===== config.mk =====
export PLATFORM = sky130hd
export DESIGN_NAME = arranque_rampa_param
export DESIGN_NICKNAME = d
export VERILOG_FILES = /design/src/rtl/arranque_rampa_param.sv
export SDC_FILE = /design/constraint.sdc
export NUM_CORES = 1
export LEC_CHECK = 0
export ABC_AREA = 1
export CAP_MARGIN = 40
export CORE_ASPECT_RATIO = 1.5
export CORE_MARGIN = 2
export CORE_UTILIZATION = 50
export CTS_CLUSTER_DIAMETER = 100
export CTS_CLUSTER_SIZE = 40
export DETAILED_ROUTE_END_ITERATION = 8
export PLACE_DENSITY_LB_ADDON = 0.08
export REMOVE_ABC_BUFFERS = 1
export SLEW_MARGIN = 20
export SYNTH_ARGS = -nofsm -noshare
export SYNTH_HDL_FRONTEND = slang
export SYNTH_SLANG_ARGS = --single-unit

===== constraint.sdc =====
create_clock -name clk -period 1.7 [get_ports clk]
set_input_delay 0.51 -clock clk [delete_from_list [all_inputs] [get_ports clk]]
set_output_delay 0.51 -clock clk [all_outputs]
set_load 0.05 [all_outputs]

===== src/rtl/arranque_rampa_param.sv =====
// arranque_rampa_param: staged motor start ramp with fast/slow dwell, thermometer-coded stage level.
// Define RAMP_DOWN_SOFT_EN for a stepwise ramp down; otherwise dropping the request stops at once.
module arranque_rampa_param #(
    parameter int STEPS      = 3,
    parameter int TICK_DIV   = 100000000,
    parameter int DWELL_FAST = 1,
    parameter int DWELL_SLOW = 3
) (
    input  logic             clk,
    input  logic             reset,
    input  logic             rapido,
    input  logic             lento,
    output logic [STEPS-1:0] level,
    output logic             at_top,
    output logic             busy,
    output logic             mode_fast
);
    localparam int TW = $clog2(TICK_DIV);
    localparam int DW = $clog2(DWELL_SLOW + 1);
    typedef enum logic [1:0] {IDLE, RAMP_UP, RUN, RAMP_DOWN} state_t;
    state_t        state;
    logic [TW-1:0] tick_cnt;
    logic [DW-1:0] dwell;
    logic          req, fast_req, tick, dwell_done;
    assign req        = rapido | lento;
    assign fast_req   = rapido & ~lento;
    assign tick       = tick_cnt == TW'(TICK_DIV - 1);
    assign dwell_done = tick && dwell == (mode_fast ? DW'(DWELL_FAST - 1) : DW'(DWELL_SLOW - 1));
    always_ff @(posedge clk or posedge reset) begin
        if (reset) begin
            state     <= IDLE;
            level     <= '0;
            at_top    <= 1'b0;
            busy      <= 1'b0;
            mode_fast <= 1'b0;
            tick_cnt  <= '0;
            dwell     <= '0;
        end else begin
            case (state)
                IDLE: if (req) begin
                    state     <= RAMP_UP;
                    level     <= STEPS'(1);
                    busy      <= 1'b1;
                    mode_fast <= fast_req;
                    tick_cnt  <= '0;
                    dwell     <= '0;
                end
                RAMP_UP: if (!req) begin
`ifdef RAMP_DOWN_SOFT_EN
                    state    <= RAMP_DOWN;
`else
                    state    <= IDLE;
                    level    <= '0;
                    busy     <= 1'b0;
`endif
                    tick_cnt <= '0;
                    dwell    <= '0;
                end else begin
                    tick_cnt <= tick ? '0 : tick_cnt + 1'b1;
                    if (tick) dwell <= dwell_done ? '0 : dwell + 1'b1;
                    if (dwell_done) begin
                        level <= {level[STEPS-2:0], 1'b1};
                        // Adding the top stage enters RUN on the same edge.
                        if (level[STEPS-2]) begin
                            state  <= RUN;
                            at_top <= 1'b1;
                            busy   <= 1'b0;
                        end
                    end
                end
                RUN: if (!req) begin
                    at_top <= 1'b0;
`ifdef RAMP_DOWN_SOFT_EN
                    state  <= RAMP_DOWN;
                    busy   <= 1'b1;
`else
                    state  <= IDLE;
                    level  <= '0;
`endif
                end
                RAMP_DOWN: if (req) begin
                    state     <= RAMP_UP;
                    mode_fast <= fast_req;
                    tick_cnt  <= '0;
                    dwell     <= '0;
                end else begin
                    tick_cnt <= tick ? '0 : tick_cnt + 1'b1;
                    if (tick) dwell <= dwell_done ? '0 : dwell + 1'b1;
                    if (dwell_done) begin
                        level <= level >> 1;
                        if (!level[1]) begin
                            state <= IDLE;
                            busy  <= 1'b0;
                        end
                    end
                end
                default: state <= IDLE;
            endcase
        end
    end
endmodule


### Word-level counts from Yosys, hierarchy flattened

Index checks and enable logic that the tools add are counted.

| word-level totals | value |
|---|---|
| register bits after elaboration | 37 |
| input bits | 4 |
| word-level logic and storage cells | 81 |

| operators by class | value |
|---|---|
| multiplexer cells | 41 |
| eq/ne operators | 17 |
| reductions and logical operators | 11 |
| bitwise gates (word level) | 3 |
| $add $sub $neg | 2 |

Operator list:

| kind | number |
|---|---|
| 27-bit two-way mux | 4 |
| 27-bit one-hot mux with 3 select lines | 1 |
| 2-bit two-way mux | 14 |
| 27-bit by 1-bit adder with 27-bit output (second input constant) | 1 |
| 27-bit == test (second input constant) | 1 |
| 3-bit two-way mux | 6 |
| 2-bit inequality test (second input constant) | 8 |
| 3-bit inequality test (second input constant) | 4 |
| 3-bit one-hot mux with 4 select lines | 1 |
| 1-bit two-way mux | 11 |
| 5-bit AND reduction | 2 |
| 2-bit one-hot mux with 4 select lines | 1 |
| 7-bit AND reduction | 1 |
| 2-bit one-hot mux with 3 select lines | 1 |
| 6-bit AND reduction | 1 |
| 2-bit == test (second input constant) | 2 |
| 2-bit AND reduction | 2 |
| 1-bit one-hot mux with 3 select lines | 1 |
| 3-bit nonzero test | 1 |
| 2-bit by 1-bit adder with 2-bit output (second input constant) | 1 |
| 2-bit by 1-bit == test with 1-bit output (second input constant) | 1 |
| 2-bit == test | 1 |
| 2-bit zero test | 1 |
| 1-bit one-hot mux with 2 select lines | 1 |
| 6 further kinds | 6 |

### Logic depth before layout (Yosys ltp)

| depth | value |
|---|---|
| depth after elaboration | 7 |
| mapped depth | 13 |
| mapped depth without buffers | 12 |

### Least setup slack after synthesis

OpenSTA, ideal clock, no wires.

| timing path | value |
|---|---|
| path type | reg2reg |
| start | reg state[0] |
| end | reg tick_cnt[9] |
| path buffers | 1 |
| path slack | 111 ps |
| clock period less this slack | 1589 ps |
| cell stages (with the launch flop) | 10 |
| required time | 1579 ps |
| data arrival time | 1468 ps |
| setup time | 121 ps |
| path through | dfrtp_1 inv_1 ha_1 nand2_4 nand2_4 buf_6 nor3_1 nand2_1 nor2_1 nor3_2 |

| on the way | value |
|---|---|
| longest elaborated chain between the ends | 3 |
| elaborated cells on any way between the ends | 7 |
| those cells by class | eq/ne (3); mux (1); reduce/logical (3) |

RTL lines:

| what | line | RTL |
|---|---|---|
| start: declaration | 21 | `state_t state;` |
| start signal: assignment | 31 | `state <= IDLE;` |
| start signal: assignment | 41 | `state <= RAMP_UP;` |
| start signal: assignment | 52 | `state <= IDLE;` |
| 2-bit == test (tied with other cells) | 39 | `case (state)` |
| 3-bit nonzero test (no line) or 2-bit inequality test (tied branches) | n/a |  |
| 2-bit AND reduction (no line) | n/a |  |
| end signal: assignment | 59 | `tick_cnt <= tick ? '0 : tick_cnt + 1'b1;` |
| end signal: assignment | 87 | `tick_cnt <= tick ? '0 : tick_cnt + 1'b1;` |
| end: declaration | 22 | `logic [TW-1:0] tick_cnt;` |

Parallel ways exist; a longest one is shown, timed or not.
A chain may end at the register's enable or synchronous reset.

### Final worst setup path

| timing path | value |
|---|---|
| start | reg tick_cnt[0] |
| end | reg tick_cnt[26] |

| on the way | value |
|---|---|
| longest elaborated chain between the ends | 4 |
| elaborated cells on any way between the ends | 6 |
| those cells by class | add/sub (1); eq/ne (1); mux (4) |

RTL lines:

| what | line |
|---|---|
| 27-bit by 1-bit adder with 27-bit output or 27-bit == test (tied branches) | 59, 87, 27 |
| 27-bit two-way mux (*) | 59, 87 |
| 27-bit two-way mux (on tied branches) | 81, 48 |
| 27-bit one-hot mux with 3 select lines (*) | 39 |

Every way passes the cells marked *; elsewhere a longest branch is shown, timed or not.

==> flow_metrics.tcl <==
set metrics [dict create \
    timing.slew.headroom_pct 76.4 \
    finClkSkew_ps 10.5 \
    globalplace.congestion 0.982 \
    start_util_pct 52.0 \
    yosys-top-cells-count "67 x nand2_1, 41 x inv_1, 39 x nor2_1, 37 x dfrtp_1, 22 x nand3_1" \
    grt_use_met2_pct 41.8 \
    setup_viol 0 \
    dp_hpwl_mm 4.58 \
    synth-seq-area-share_pct 37.0 \
    die_area_mm2 0.00560 \
    slew_viol_final 0 \
    p_switching_uw 1500 \
    cap_violations 0 \
    core-area_mm2 0.00481 \
    max_stage_delay_ps 370 \
    seq_power_share_pct 27.4 \
    synth-main-ff-cell "dfrtp_1" \
    r2r_slack_ps 20 \
    grt_pass1_wl_mm 10.4 \
    grt_usage_pct 24.1 \
    crit_path_start_kind "flop" \
    antenna_found_initial 0 \
    synth_most_common_cell "nand2_1" \
    reg2regPathDepth 11 \
    cts_tree "yes" \
    drt_iter0_drc 162 \
    clock_power_share_pct 23.7 \
    synth_cells 322 \
    hold_path_depth 2 \
    worstSkewPairLatency_ps 300 \
    io_buffers 9 \
    drt_pre_antenna_iters 4 \
    p_leak_uw 0.00153 \
    routed_via_density 5.19 \
    root_buffer "clkbuf_8" \
    drc_errors 0 \
    grt_use_met3_pct 3.15 \
    ys_top_cells_by_area "dfrtp_1 37%, nand2_1 10%, inv_1 6.2%, nor2_1 5.9%, nor2_4 4.9%" \
    sw_frac_of_total_pct 38.0 \
    synthDistinctLibCells 40 \
    critPathTopFamily "simple AND/OR/NAND/NOR gates" \
    grt-busiest-layer "met2" \
    grt_overflow_total 0 \
    crit_path_end_kind "flop" \
    yosys.area.top_type "dfrtp_1" \
    die_h_um 90.6 \
    cp.required_ps 1890 \
    grt_pass1_vias 2425 \
    insertedDiodeCount 0 \
    ctsHoldBuffers 0 \
    max_freq_mhz 594 \
    fill_cells 417 \
    rsz0062_at_grt "true" \
    grt_max_degree 38 \
    antenna_left 0 \
    die_x_um 61.8 \
    design_area_mm2 0.00335 \
    io_pins 10 \
    synth_area_mm2 0.00250 \
    synth-edff-count 0 \
    critPathArrivalTime_ps 1870 \
    clk_path_buf_depth 2 \
    drive_above_1_share_pct 33.4 \
    worstPathCellList "ha_2 -> nand3_2 -> inv_2 -> nand2_4 -> inv_1 -> buf_4 -> nand3_1 -> nor2_1 -> nand3_1 -> xor2_1 -> nor2_1" \
    power_density_mw_per_mm2 1180 \
    ys_seq_elements 37 \
    slowest_stage "dfrtp_1" \
    postRouteWirelength_mm 6.02 \
    fin_tns_setup_ps 0 \
    final_nets 396 \
    fp-row-count 31 \
    p_int_uw 2450 \
    clock-sinks 37 \
    hold_class "reg -> reg" \
    post-route-min-period_ps 1680 \
    area_growth_pct 33.8 \
    final_util_pct 69.6 \
    use_met1_pct 27.1 \
    htreeDepth 2 \
    combPwrFrac_pct 48.9 \
    worstSetupPathType "reg -> reg" \
    max_slew.worst_pin.slew_ps 350 \
    cp_num_buf_inv 3 \
    synth-async-reset-ratio_pct 100 \
    ys_warn_count 0 \
    fin_total_pwr_uw 3950 \
    path_depth 11 \
    finalCritPeriodShare_pct 99.0 \
    outcome "finished, final reports clean" \
    cts.clk_slew.worst_paths_ps 90 \
    vdd_drop_max_mv 0.954 \
    syn_area_per_cell_um2 7.77 \
    drt-wirelength-per-cell_um 13.3 \
    cts_made_buffers 5 \
    vias 2346 \
    hold_viol_final 0 \
    critPathMaxFanout 4 \
    placed_area_mm2 0.00306 \
    synth_top_cell_area_share_pct 37.0 \
]
==> power groups by stage <==
stage	Combinational, uW	Sequential, uW	Clock [uW]
final	1930	1080	939
after global routing	2110	1100	986
after CTS	1890	1080	957
after detailed placement	1810	1100	0
after global placement	1790	1100	0
after floorplan	831	1260	0
==> stage by stage <==
| step | setup slack (ps) | cells | hold WS, ps |
|---|---|---|---|
| after floorplan | -20.7 | 318 | 475 |
| after CTS | 3.01 | 448 | 554 |
| final | 17.5 | 452 | 542 |
| after global routing | -82.2 | 452 | 571 |
| after detailed placement | -458 | 438 | 531 |
| after global placement | -392 | 438 | 522 |
==> logic make-up (layout without fill, tap and decap cells) <==
family | after synthesis | in the layout | synth area share [%]
adder cells (fa/ha/maj) | 7 | 7 | 3.50
buffers and inverters | 49 | 113 | 8.30
AND/OR/NAND/NOR | 187 | 187 | 40.1
XOR/XNOR | 3 | 3 | 1.05
flip-flops | 37 | 37 | 37.0
AO/OA/AOI/OAI | 39 | 39 | 10.1
==> registers in the layout, indices dropped and copies added, names as in the netlist <==
signal     flops
tick_cnt      27
level          3
dwell          2
state          2
at_top         1
busy           1
mode_fast      1
==> layout by cell type (no fill, tap or decap), types with 4 or more instances in the layout <==
cell type / Yosys / final
inv_1: 41 / 37
clkbuf_8: 0 / 5
nand2_1: 67 / 63
inv_2: 3 / 7
nand3_2: 3 / 6
buf_12: 0 / 9
o21ai_1: 6 / 8
nor3_2: 6 / 7
nand2_2: 8 / 9
nor3_1: 5 / 4
nand2_4: 3 / 6
dfrtp_1: 37 / 36
nor2_4: 11 / 14
nor2_1: 39 / 34
buf_4: 0 / 48
o21ai_0: 8 / 6
nand3_1: 22 / 18
ha_1: 7 / 4
nor4_1: 4 / 4
a21oi_1: 12 / 11
nand4_1: 9 / 9
==> repair_timing <==
item / in CTS / in global routing
pin swaps: 6 / 22
buffers inserted: 2 / 4
gates resized for setup: 9 / 25
endpoints found under the setup margin: 36 / 34
==> area by class of cell <==
cell class | instances | area, um^2 | area share (%)
clock buffer | 5 | 68.8 | 2.05
clock inverter | 3 | 68.8 | 2.05
inverter | 45 | 169 | 5.04
multi-input combinational | 236 | 1470 | 43.7
sequential | 37 | 927 | 27.7
tap | 66 | 82.6 | 2.47
timing repair buffer | 60 | 568 | 17.0
==> per-layer routing <==
layer | vias up | share of wire [%]
met5 | - | 0
met4 | 0 | 4.2
met3 | 21 | 2.5
met2 | 43 | 54
met1 | 1101 | 39
li1 | 1181 | -
==> path summary, 6_finish.rpt <==
check / from / endpoint
min reg2reg: at_top$_DFFE_PP0P_ / at_top$_DFFE_PP0P_
min: at_top$_DFFE_PP0P_ / at_top$_DFFE_PP0P_
max reg2reg: tick_cnt[0]$_DFFE_PP0P_ / tick_cnt[26]$_DFFE_PP0P_
max in group asynchronous: reset / state[1]$_DFFE_PP0P_
max: tick_cnt[0]$_DFFE_PP0P_ / tick_cnt[26]$_DFFE_PP0P_
min in group asynchronous: reset / tick_cnt[22]$_DFFE_PP0P_
==> worst min-delay path, stage by stage (launching register included) <==
cell and delay [ps]:
dfrtp_1 390, nand2_1 70, nand2_1 50
No activity file was read; power rests on OpenSTA's default activity.
